## src/rtl/fifo_rd_stream_adapter.sv

```systemverilog
// fifo_rd_stream_adapter: drains a 1-cycle-latency synchronous FIFO into a
// valid/ready stream through a 2-entry skid buffer, so the stream can carry
// one beat per clock. Also provides a sync flush and an accepted-beat counter.
module fifo_rd_stream_adapter #(
  parameter int DATA_WIDTH = 8,
  parameter int CNT_WIDTH  = 16
) (
  input  logic                  clk,
  input  logic                  rst,
  input  logic                  fifo_empty,
  output logic                  fifo_rd_en,
  input  logic [DATA_WIDTH-1:0] fifo_rdata,
  input  logic                  flush,
  output logic                  m_valid,
  output logic [DATA_WIDTH-1:0] m_data,
  input  logic                  m_ready,
  output logic [CNT_WIDTH-1:0]  beat_cnt,
  output logic                  busy
);

  localparam logic [1:0] OCC_EMPTY = 2'd0;
  localparam logic [1:0] OCC_ONE   = 2'd1;
  localparam logic [1:0] OCC_TWO   = 2'd2;

  logic [1:0]            r_occ;
  logic                  r_inflight;
  logic                  r_head;
  logic [DATA_WIDTH-1:0] r_mem [2];
  logic [CNT_WIDTH-1:0]  r_beat_cnt;

  logic                  w_pop;
  logic                  w_capture;
  logic                  w_tail;
  logic [2:0]            w_credit_use;

  assign w_pop     = m_valid && m_ready;
  // Returning data in a flush cycle is dropped along with the buffer.
  assign w_capture = r_inflight && !flush;
  // Tail is head when empty, the other slot when one entry is held.
  assign w_tail    = r_head ^ (r_occ == OCC_ONE);

  // Entries held plus the one in flight, minus the one leaving this cycle.
  // Including the pop lets a read issue every cycle while the consumer drains.
  assign w_credit_use = {1'b0, r_occ} + {2'b00, r_inflight} - {2'b00, w_pop};
  assign fifo_rd_en   = !fifo_empty && !flush && !rst && (w_credit_use < 3'd2);

  assign m_valid  = (r_occ != OCC_EMPTY);
  assign m_data   = m_valid ? r_mem[r_head] : '0;
  assign busy     = m_valid || r_inflight;
  assign beat_cnt = r_beat_cnt;

  // Occupancy, head pointer and read-in-flight tracking.
  always_ff @(posedge clk or posedge rst) begin
    if (rst) begin
      r_occ      <= OCC_EMPTY;
      r_head     <= 1'b0;
      r_inflight <= 1'b0;
    end else if (flush) begin
      r_occ      <= OCC_EMPTY;
      r_head     <= 1'b0;
      r_inflight <= 1'b0;
    end else begin
      r_inflight <= fifo_rd_en;
      case ({w_capture, w_pop})
        2'b10: r_occ <= r_occ + 2'd1;
        2'b01: begin
          r_occ  <= r_occ - 2'd1;
          r_head <= ~r_head;
        end
        2'b11: r_head <= ~r_head;
        default: ;
      endcase
    end
  end

  // Skid storage: FIFO read data lands in the tail slot.
  always_ff @(posedge clk or posedge rst) begin
    if (rst) begin
      for (int i = 0; i < 2; i++) r_mem[i] <= '0;
    end else if (w_capture) begin
      r_mem[w_tail] <= fifo_rdata;
    end
  end

  // Accepted-beat counter; a pop in a flush cycle still counts, flush never clears it.
  always_ff @(posedge clk or posedge rst) begin
    if (rst) r_beat_cnt <= '0;
    else if (w_pop) r_beat_cnt <= r_beat_cnt + 1'b1;
  end

  // The credit rule must never let a capture land on a full buffer.
  a_no_overflow: assert property (@(posedge clk) disable iff (rst)
    !(w_capture && !w_pop && (r_occ == OCC_TWO)));

endmodule
```

## config.mk

```make
export PLATFORM = sky130hd
export DESIGN_NAME = fifo_rd_stream_adapter
export DESIGN_NICKNAME = d
export VERILOG_FILES = /design/src/rtl/fifo_rd_stream_adapter.sv
export SDC_FILE = /design/constraint.sdc
export NUM_CORES = 1
export LEC_CHECK = 0
export CAP_MARGIN = 20
export CORE_MARGIN = 5
export CORE_UTILIZATION = 55
export CTS_CLUSTER_SIZE = 20
export DETAILED_ROUTE_END_ITERATION = 16
export DONT_BUFFER_PORTS = 1
export PLACE_DENSITY = 0.71
export SKIP_LAST_GASP = 1
export SYNTH_ARGS = -nofsm -noshare
export SYNTH_HDL_FRONTEND = slang
export SYNTH_SLANG_ARGS = --single-unit
```

## constraint.sdc

```tcl
create_clock -name clk -period 2.1 [get_ports clk]
set_clock_uncertainty 0.05 [all_clocks]
set_input_delay 0.105 -clock clk [delete_from_list [all_inputs] [get_ports clk]]
set_output_delay 0.105 -clock clk [all_outputs]
set_load 0.02 [all_outputs]
```

==> out/summary.txt, run 1 <==
status: finished, violations left
failing checks: setup timing
clock tree sinks: 36
TritonCTS clock tree: built
share of cells above drive strength 1: 27.8%
DR DRC count: 0
Post-Layout Cell Count: 213
Leakage: 0.997 nW
share of the synthesized area in the top cell type: 52.1%
Internal: 1.82 mW
vias in the first global route: 1188
Worst setup EP type: output pin
Pins Over Slew Limit: 0
clk_lat worst skew: 0.33 ns
largest net degree at the start of global routing: 37
Worst EP required: 1.95 ns
most frequent cells in the layout: dfrtp_1 (36), mux2_2 (16), nor2_1 (15)
post-DP HPWL: 2400 µm
Post-synth ARST share: 100%
post-route antenna net violation count: 0
clock buffer depth: 2
max_cap viols: 0
RSZ-0062 raised after global routing: true
Final Cell Area: 2130 µm²
FMAX: 432 MHz
gpl congestion: 0.746
worst IR drop on VDD: 789 µV
row cnt: 20
initial antenna violation count: 0
slowest CP cell: dfrtp_1
global-route wire length before repair: 5690 µm
sw frac: 33.8%
Reg clk slew, reported paths: 0.11 ns
Clk pwr share: 26.1%
Pwr Density: 1290 nW/µm²
cts bufs inserted: 5
Routed Wire Length: 3400 µm
Post-Syn Area: 1730 µm²
Relative slew margins: 71.1%
worst hold path type: input pin to register
startpoint types: register
# IOs: 40
Yosys Warn Count: 0
critical path class: register to output pin
total die area: 4370 µm²
Core ar.: 3030 µm²
Hold WS: 0.0304 ns
wire per inst: 15.9 µm
synth top area cells: dfrtp_1 (52%), mux2_2 (10%), xnor2_1 (5.6%)
Tot GR Track Use: 17.4%
Seq/Total Area, Yosys: 52.1%
Gate Count Post-Synth: 143
post-synth top area cell: dfrtp_1
#FFs+latches synth: 36
Syn Area/Cell: 12.1 µm²
Post-Place Cell Area: 1850 µm²
Distinct cells, synth: 32
sequential power share: 40.3%
CP Cell Sequence: inv_2 -> ha_4 -> nand2b_4 -> xnor2_2 -> nand2_1 -> fa_2 -> xnor2_2 -> and4_4
Sw Pwr: 0.931 mW
Post-synth EDFFs: 0
Final Hold Viols: 0
layout filler cell count: 236
via-per-instance ratio: 5.30
Mapped Nets: 160
Logic pwr share: 33.6%
Initial Utilization: 57.1%
max incr delay on CP: 0.38 ns
drt first pass iters: 4
H-tree lvl count: 2
commonest non-fill, non-tap cell in the layout: dfrtp_1
top_reg_cell synth: dfrtp_1
Least-Margin Pin Slew: 0.434 ns
dpl cells: 192
fin crit share: 110%
grt ovf: 0
post-layout util: 70.4%
Initial DRC Count: 52
via count: 1128
Die Wd: 66.1 µm
final net count: 185
ANT cells: 0
WP data arrival: 2.16 ns
die height: 66.1 µm
IO buf count: 0
Area Growth Syn to Fin: 23.2%
CP max FO: 4
clk root buf: clkbuf_4
Final setup viols: 1
Tmin final: 2.31 ns
most frequent CP cell: xnor2_2
post-layout worst setup margin: -0.214 ns
==> power groups by stage <==
| stage | logic (mW) | clock network, mW | registers, mW |
|---|---|---|---|
| 3_3_place_gp | 0.828 | 0 | 1.11 |
| 6_report | 0.925 | 0.719 | 1.11 |
| 3_5_place_dp | 0.869 | 0 | 1.12 |
| 5_1_grt | 1.03 | 0.772 | 1.14 |
| 2_1_floorplan | 0.727 | 0 | 1.08 |
| 4_1_cts | 0.922 | 0.731 | 1.11 |
==> critical path, delay by kind of cell (launching register included) <==
kind	cells	cell delay, ns
fa+ha+maj	2	0.52
simple gates	3	0.54
flops	1	0.38
buf+inv	1	0.07
xor+xnor	2	0.32
==> layout make-up <==
type,count,area [µm²],area share (%)
Clock buffer,5,37.5,1.76
Clock inverter,3,90.1,4.23
Multi-Input combinational cell,99,837,39.3
Tap cell,44,55.1,2.58
Inverter,4,15.0,0.705
Sequential cell,36,901,42.3
Timing Repair Buffer,22,195,9.16
==> metal layers <==
layer | GRT usage, % | vias up | share of wire, %
li1 | - | 540 | -
met1 | 20.0 | 556 | 44
met2 | 29.8 | 27 | 49
met3 | 6.29 | 5 | 6.1
met4 | 6.09 | 0 | 1.1
met5 | 0 | - | 0
==> per-stage QoR <==
step           setup WS, ns  power (mW)  setup TNS [ns]
2_1_floorplan       -0.0132        1.81         -0.0132
3_3_place_gp          0.159        1.93               0
3_5_place_dp         0.0738        1.99               0
4_1_cts              -0.223        2.76          -0.223
5_1_grt              -0.326        2.94          -0.326
6_report             -0.214        2.75          -0.214
==> path summary, 6_finish.rpt <==
check / startpoint / end / slack (ns) / cells after the start
worst max-delay path: r_occ[1] / fifo_rd_en / -0.21 / 8
worst min-delay path: m_ready / beat_cnt[1] / 0.03 / 3
worst max register to register: r_occ[1] / beat_cnt[15] / 0.22 / 8
worst min register to register: r_mem[4] / r_mem[4] / 0.46 / 1
max in group asynchronous: rst / r_head / 1.29 / 3
min in group asynchronous: rst / r_mem[10] / 0.39 / 3
==> sequential cells by signal, indices dropped and copies added, names as in the netlist <==
signal,flops
r_occ,2
r_inflight,1
r_mem,16
r_head,1
beat_cnt,16
==> repair_timing <==
| action | in CTS | in global routing |
|---|---|---|
| hold buffers | 11 | 1 |
| pin swaps | 2 | 2 |
| hold endpoints to repair | 56 | 1 |
| endpoints found under the setup margin | 1 | 2 |
| buffers inserted | 0 | 1 |
| cloned | 0 | 0 |
| gates resized for setup | 2 | 1 |
==> Yosys cell counts (2+ instances only) <==
cell type	n
nand2_1	7
nor3_1	3
nand4_1	4
clkbuf_1	2
mux2_2	16
nand3_1	4
dfrtp_1	36
inv_1	4
and3_1	3
nor2_1	15
mux2i_1	8
ha_1	3
and4_1	2
xor2_1	7
nand2b_1	2
xnor2_1	11
==> cell families (layout without fill, tap and decap cells) <==
logic type,after synthesis,count (layout),synth area share (%)
adder cells (fa/ha/maj),4,4,3.33
multiplexers,24,24,15.1
flip-flops,36,36,52.1
AND/OR/NAND/NOR,49,49,16.2
buffers and inverters,8,34,2.17
XOR/XNOR,19,19,10.1
AO/OA/AOI/OAI,3,3,1.08
Power figures use the tool's default switching activity.
==> run 2: changes to the inputs <==
Settings changed: ABC_AREA set to 1, CORE_UTILIZATION 55 to 56, PLACE_DENSITY 0.71 to 0.72.
==> run 2 against run 1 <==
  * The flow still finishes with violations (setup timing)
  * Sequential power is essentially flat
  * Register-to-register slack lost 0.14 ns
  * Non-clock buffer count grew 5
  * Via count grew 38%
  * Critical path type unchanged
  * Largest power group unchanged
==> out/summary.txt, run 2 <==
via count: 1559 (was 1128)
grt ovf: 0 (unchanged)
most instantiated cells after synthesis: nand2_1 (56), dfrtp_1 (36), inv_1 (30), nor2_1 (30), o21ai_1 (20) (was dfrtp_1 (36), mux2_2 (16), nor2_1 (15), xnor2_1 (11), mux2i_1 (8))
Pwr Density: 1100 nW/µm² (was 1290 nW/µm²)
FMAX: 396 MHz (was 432 MHz)
clk_lat worst skew: 0.33 ns (about the same)
fin crit share: 120% (was 110%)
Routed Wire Length: 3890 µm (was 3400 µm)
Mapped Nets: 253 (was 160)
worst slack at placement: -0.0432 ns (was 0.0738 ns)
commonest non-fill, non-tap cell in the layout: nand2_1 (was dfrtp_1)
H-tree lvl count: 2 (unchanged)
status: finished, violations left (unchanged)
layout filler cell count: 287 (was 236)
final net count: 284 (was 185)
count leader, synth: nand2_1 (was dfrtp_1)
# IOs: 40 (unchanged)
clock buffer depth: 2 (unchanged)
drt first pass iters: 4 (unchanged)
clock tree sinks: 36 (unchanged)
Relative slew margins: 70.6% (was 71.1%)
IO buf count: 0 (unchanged)
#FFs+latches synth: 36 (unchanged)
ANT cells: 0 (unchanged)
Initial Utilization: 57.3% (was 57.1%)
Reg clk slew, reported paths: 0.10 ns (was 0.11 ns)
Post-Layout Cell Count: 314 (was 213)
post-synth top area cell: dfrtp_1 (unchanged)
post-route antenna net violation count: 0 (unchanged)
global-route wire length before repair: 6410 µm (was 5690 µm)
Post-Route Setup TNS: -0.423 ns (was -0.214 ns)
Final Cell Area: 2300 µm² (was 2130 µm²)
Worst EP required: 1.95 ns (about the same)
sequential power share: 44.9% (was 40.3%)
max incr delay on CP: 0.52 ns (was 0.38 ns)
Seq/Total Area, Yosys: 47.5% (was 52.1%)
Worst Path Buf+Inv: 4 (was 1)
via-per-instance ratio: 4.96 (was 5.30)
DR DRC count: 0 (unchanged)
post-DP HPWL: 2810 µm (was 2400 µm)
most frequent CP cell: inv_2 (was xnor2_2)
clk root buf: clkbuf_4 (unchanged)
worst IR drop on VDD: 620 µV (was 789 µV)
Yosys Warn Count: 0 (unchanged)
Initial DRC Count: 98 (was 52)
WP data arrival: 2.37 ns (was 2.16 ns)
Leakage: 1.12 nW (was 0.997 nW)
failing checks: setup timing (unchanged)
Gate Count Post-Synth: 236 (was 143)
TritonCTS clock tree: built (unchanged)
post-layout util: 69.4% (was 70.4%)
Top delay family on crit path: adder cells (was simple AND/OR/NAND/NOR gates)
Final Hold Viols: 0 (unchanged)
Logic pwr share: 40.2% (was 33.6%)
Tmin final: 2.52 ns (was 2.31 ns)
top_reg_cell synth: dfrtp_1 (unchanged)
slowest CP cell: fa_1 (was dfrtp_1)
startpoint types: register (unchanged)
dpl cells: 291 (was 192)
Clk pwr share: 14.9% (was 26.1%)
row cnt: 21 (was 20)
Least-Margin Pin Slew: 0.439 ns (was 0.434 ns)
CP Cell Sequence: inv_2 -> ha_4 -> inv_6 -> nand2_8 -> nand2_4 -> a21oi_4 -> inv_2 -> fa_1 -> nand2_2 -> nor4_4 -> buf_4 (was inv_2 -> ha_4 -> nand2b_4 -> xnor2_2 -> nand2_1 -> fa_2 -> xnor2_2 -> and4_4)
Distinct cells, synth: 29 (was 32)
Area Growth Syn to Fin: 21.1% (was 23.2%)
CP max FO: 3 (was 4)
Die Wd: 68.2 µm (was 66.1 µm)
Internal: 1.48 mW (was 1.82 mW)
sw frac: 41.6% (was 33.8%)
Sw Pwr: 1.05 mW (was 0.931 mW)
most frequent cells in the layout: nand2_1 (54), dfrtp_1 (36), nor2_1 (30) (was dfrtp_1 (36), mux2_2 (16), nor2_1 (15))
die height: 68.2 µm (was 66.1 µm)
Post-synth ARST share: 100% (unchanged)
vias in the first global route: 1444 (was 1188)
initial antenna violation count: 0 (unchanged)
Pins Over Slew Limit: 0 (unchanged)
worst hold path type: input pin to register (unchanged)
share of cells above drive strength 1: 16.8% (was 27.8%)
Post-synth EDFFs: 0 (unchanged)
total die area: 4650 µm² (was 4370 µm²)
Post-Place Cell Area: 2070 µm² (was 1850 µm²)
Tot GR Track Use: 18.7% (was 17.4%)
critical path class: register to output pin (unchanged)
wire per inst: 12.4 µm (was 15.9 µm)
share of the synthesized area in the top cell type: 47.5% (was 52.1%)
largest net degree at the start of global routing: 37 (unchanged)
post-layout worst setup margin: -0.423 ns (was -0.214 ns)
gpl congestion: 0.843 (was 0.746)
Syn Area/Cell: 8.04 µm² (was 12.1 µm²)
synth top area cells: dfrtp_1 (47%), nand2_1 (11%), inv_1 (5.9%) (was dfrtp_1 (52%), mux2_2 (10%), xnor2_1 (5.6%))
max_cap viols: 0 (unchanged)
Final setup viols: 1 (unchanged)
RSZ-0062 raised after global routing: true (unchanged)
Worst setup EP type: output pin (unchanged)
Post-Syn Area: 1900 µm² (was 1730 µm²)
Core ar.: 3310 µm² (was 3030 µm²)
cts bufs inserted: 5 (unchanged)
==> run 2: changes by cell type after synthesis, sizes merged, moves of 3 or more <==
| cell | delta |
|---|---|
| nand2 | +54 |
| inv | +30 |
| o21ai | +27 |
| nor2 | +20 |
| mux2 | -16 |
| mux2i | -8 |
| xnor2 | -7 |
| nand3 | +6 |
| xor2 | -4 |
| and3 | -3 |
==> run 2: what timing repair did <==
| item | in CTS | in global routing |
|---|---|---|
| hold buffers | 13 | 0 |
| pin swaps | 0 | 5 |
| buffers inserted | 0 | 2 |
| resized for setup | 0 | 3 |
| setup endpoints to repair | 1 | 2 |
| hold endpoints to repair | 56 | 0 |
==> run 2: cell type report <==
| cell class | instances | area [µm²] | share of cell area [%] |
|---|---|---|---|
| Clock buffer | 8 | 58.8 | 2.56 |
| Sequential cell | 36 | 901 | 39.2 |
| Inverter | 35 | 136 | 5.93 |
| Timing Repair Buffer | 27 | 245 | 10.7 |
| Tap cell | 46 | 57.6 | 2.50 |
| Multi-Input combinational cell | 162 | 900 | 39.1 |
==> run 2: power by group through the flow <==
stage	clock network, mW	registers, mW	logic [mW]
after global routing	0.425	1.17	1.13
final	0.377	1.14	1.02
after detailed placement	0	1.15	0.981
after global placement	0	1.14	0.960
after floorplan	0	1.10	0.771
after CTS	0.393	1.14	1.01
==> run 2: layer usage <==
metal	up-vias	share of wire (%)	track usage, %
met5	-	0	0
met4	0	1.0	5.21
met3	6	6.0	5.91
met2	39	46	30.4
met1	711	47	23.8
li1	803	-	-
==> run 2: cells by family after synthesis <==
logic type                 Yosys count  share of synthesized area, %
AOI/OAI and AO/OA                   32                          8.90
xor gates and xnor gates             8                          3.69
adders and majority gates            4                          3.03
buffers and inverters               38                          7.98
DFF                                 36                          47.5
and+or+nand+nor                    118                          28.9
==> run 2: tightest hold or removal path, stage by stage <==
cell	delay [ns]
nor2_2	0.04
nand2b_4	0.16
o21ai_1	0.07
==> run 2: worst paths after layout <==
check	from	to	slack [ns]	depth (start not counted)
hold / removal	flush	r_mem[6]	0.03	3
hold reg to reg	r_mem[15]	r_mem[15]	0.45	2
max in group asynchronous	rst	r_mem[10]	1.50	4
setup reg to reg	r_occ[0]	r_inflight	0.08	10
min in group asynchronous	rst	r_inflight	0.31	4
setup / recovery	r_occ[0]	fifo_rd_en	-0.42	11
==> run 2: through the flow <==
stage,hold WS (ns),total power [mW]
2_1_floorplan,0.118,1.88
3_3_place_gp,0.118,2.10
3_5_place_dp,0.122,2.13
4_1_cts,0.0201,2.54
5_1_grt,0.0291,2.72
6_report,0.0326,2.53
==> run 3: changes to the inputs <==
Settings changed: SKIP_LAST_GASP 1 to not set.
==> run 3 against run 2 <==
  * The flow still finishes with violations (setup timing)
  * Total power is 0.40% lower
  * Sequential power hardly changed
  * Clock-buffer cell count stayed put
  * Worst setup slack better by 0.029 ns
  * Non-clock buffer count is 2 lower
  * Design area is 0.65% lower
  * Via count is 0.71% lower
  * Register-to-register slack better by 0.05 ns
  * Largest power group unchanged
  * Highest routed layer unchanged
==> out/summary.txt, run 3 (synthesis gave the netlist of run 2 again) <==
startpoint types: register (unchanged)
WP data arrival: 2.34 ns (was 2.37 ns)
CP max FO: 3 (unchanged)
row cnt: 21 (unchanged)
final net count: 282 (was 284)
clock buffer depth: 2 (unchanged)
Initial DRC Count: 105 (was 98)
Hold WS: 0.0327 ns (was 0.0326 ns)
H-tree lvl count: 2 (unchanged)
Relative slew margins: 70.6% (about the same)
worst hold path type: input pin to register (unchanged)
vias in the first global route: 1444 (unchanged)
Worst Path Buf+Inv: 4 (unchanged)
wire per inst: 12.3 µm (was 12.4 µm)
Internal: 1.47 mW (was 1.48 mW)
postcts setup bufs: 0 (unchanged)
initial antenna violation count: 0 (unchanged)
RSZ-0062 raised after global routing: true (unchanged)
Worst setup EP type: output pin (unchanged)
Tot GR Track Use: 18.7% (unchanged)
Final setup viols: 1 (unchanged)
gpl congestion: 0.843 (unchanged)
global-route wire length before repair: 6410 µm (unchanged)
max incr delay on CP: 0.50 ns (was 0.52 ns)
IO buf count: 0 (unchanged)
post-DP HPWL: 2810 µm (unchanged)
DR DRC count: 0 (unchanged)
Worst EP required: 1.95 ns (about the same)
Core ar.: 3310 µm² (unchanged)
die height: 68.2 µm (unchanged)
sequential power share: 45.1% (was 44.9%)
via count: 1548 (was 1559)
post-layout worst setup margin: -0.394 ns (was -0.423 ns)
Post-Place Cell Area: 2070 µm² (unchanged)
largest net degree at the start of global routing: 37 (unchanged)
Pwr Density: 1100 nW/µm² (about the same)
# IOs: 40 (unchanged)
sw frac: 41.7% (was 41.6%)
FF-to-FF setup slack: 0.13 ns (was 0.08 ns)
clock tree sinks: 36 (unchanged)
ANT cells: 0 (unchanged)
Tmin final: 2.49 ns (was 2.52 ns)
slowest CP cell: fa_1 (unchanged)
Reg clk slew, reported paths: 0.10 ns (about the same)
Leakage: 1.11 nW (was 1.12 nW)
clk root buf: clkbuf_4 (unchanged)
Final Cell Area: 2280 µm² (was 2300 µm²)
Area Growth Syn to Fin: 20.3% (was 21.1%)
most frequent CP cell: inv_2 (unchanged)
Sw Pwr: 1.05 mW (about the same)
max_cap viols: 0 (unchanged)
drt first pass iters: 4 (unchanged)
Pins Over Slew Limit: 0 (unchanged)
critical path class: register to output pin (unchanged)
TritonCTS clock tree: built (unchanged)
Least-Margin Pin Slew: 0.439 ns (about the same)
Routed Wire Length: 3850 µm (was 3890 µm)
clk_lat worst skew: 0.33 ns (about the same)
cts bufs inserted: 5 (unchanged)
commonest non-fill, non-tap cell in the layout: nand2_1 (unchanged)
Initial Utilization: 57.3% (unchanged)
FMAX: 401 MHz (was 396 MHz)
fin crit share: 119% (was 120%)
Die Wd: 68.2 µm (unchanged)
worst IR drop on VDD: 619 µV (was 620 µV)
via-per-instance ratio: 4.96 (about the same)
failing checks: setup timing (unchanged)
Top delay family on crit path: adder cells (unchanged)
Clk pwr share: 15.0% (was 14.9%)
post-route antenna net violation count: 0 (unchanged)
total die area: 4650 µm² (unchanged)
CP Cell Sequence: inv_2 -> ha_4 -> inv_6 -> nand2_8 -> nand2_4 -> a21oi_4 -> inv_2 -> fa_1 -> nand2_2 -> nor4_4 -> buf_4 (unchanged)
Overall Power: 2.52 mW (was 2.53 mW)
status: finished, violations left (unchanged)
Logic pwr share: 40.0% (was 40.2%)
Final Hold Viols: 0 (unchanged)
grt ovf: 0 (unchanged)
most frequent cells in the layout: nand2_1 (54), dfrtp_1 (36), nor2_1 (30) (unchanged)
share of cells above drive strength 1: 16.2% (was 16.8%)
-- run 3: worst paths after layout --
kind	from	endpoint	depth (start not counted)
max	r_occ[0]	fifo_rd_en	11
max in group asynchronous	rst	r_mem[10]	4
min in group asynchronous	rst	r_inflight	4
min reg2reg	r_mem[15]	r_mem[15]	2
max reg2reg	r_occ[0]	r_inflight	10
min	flush	r_mem[6]	3
-- run 3: power groups by stage --
stage	sequential (mW)	clock (mW)	combinational (mW)
after floorplan	1.10	0	0.771
after global placement	1.14	0	0.960
after detailed placement	1.15	0	0.981
after CTS	1.14	0.393	1.01
after global routing	1.17	0.425	1.12
final	1.14	0.377	1.01
-- run 3: layout make-up --
class	count	area (µm²)
fill	291	1030
tap	46	57.6
inverter	35	136
clock buffer	8	58.8
sequential	36	901
timing repair buffer	25	230
multi-input combinational	162	900
-- run 3: stage by stage --
step	cells	setup TNS, ns	util, %	setup slack, ns
6_report	312	-0.394	69.0	-0.394
3_5_place_dp	291	-0.0432	62.6	-0.0432
3_3_place_gp	291	-0.0189	62.6	-0.0189
5_1_grt	312	-0.539	69.0	-0.539
4_1_cts	312	-0.446	68.7	-0.446
2_1_floorplan	236	-0.184	-	-0.184
-- run 3: what timing repair did --
action                                  in CTS  in global routing
endpoints found under the hold margin       56                  0
cloned                                       0                  0
resized for setup                            1                  2
endpoints found under the setup margin       1                  2
pin swaps                                    0                  1
hold buffers                                13                  0
-- run 3: per-layer routing --
layer / global-route usage [%] / up-vias / share of wire, %
met5: 0 / - / 0
met4: 5.21 / 0 / 1.0
met3: 5.91 / 6 / 6.1
met2: 30.4 / 39 / 46
met1: 23.8 / 703 / 47
li1: - / 800 / -
-- run 3: worst min-delay path, cell delays in order --
cell and delay (ns):
nor2_2 0.04, nand2b_4 0.16, o21ai_1 0.07
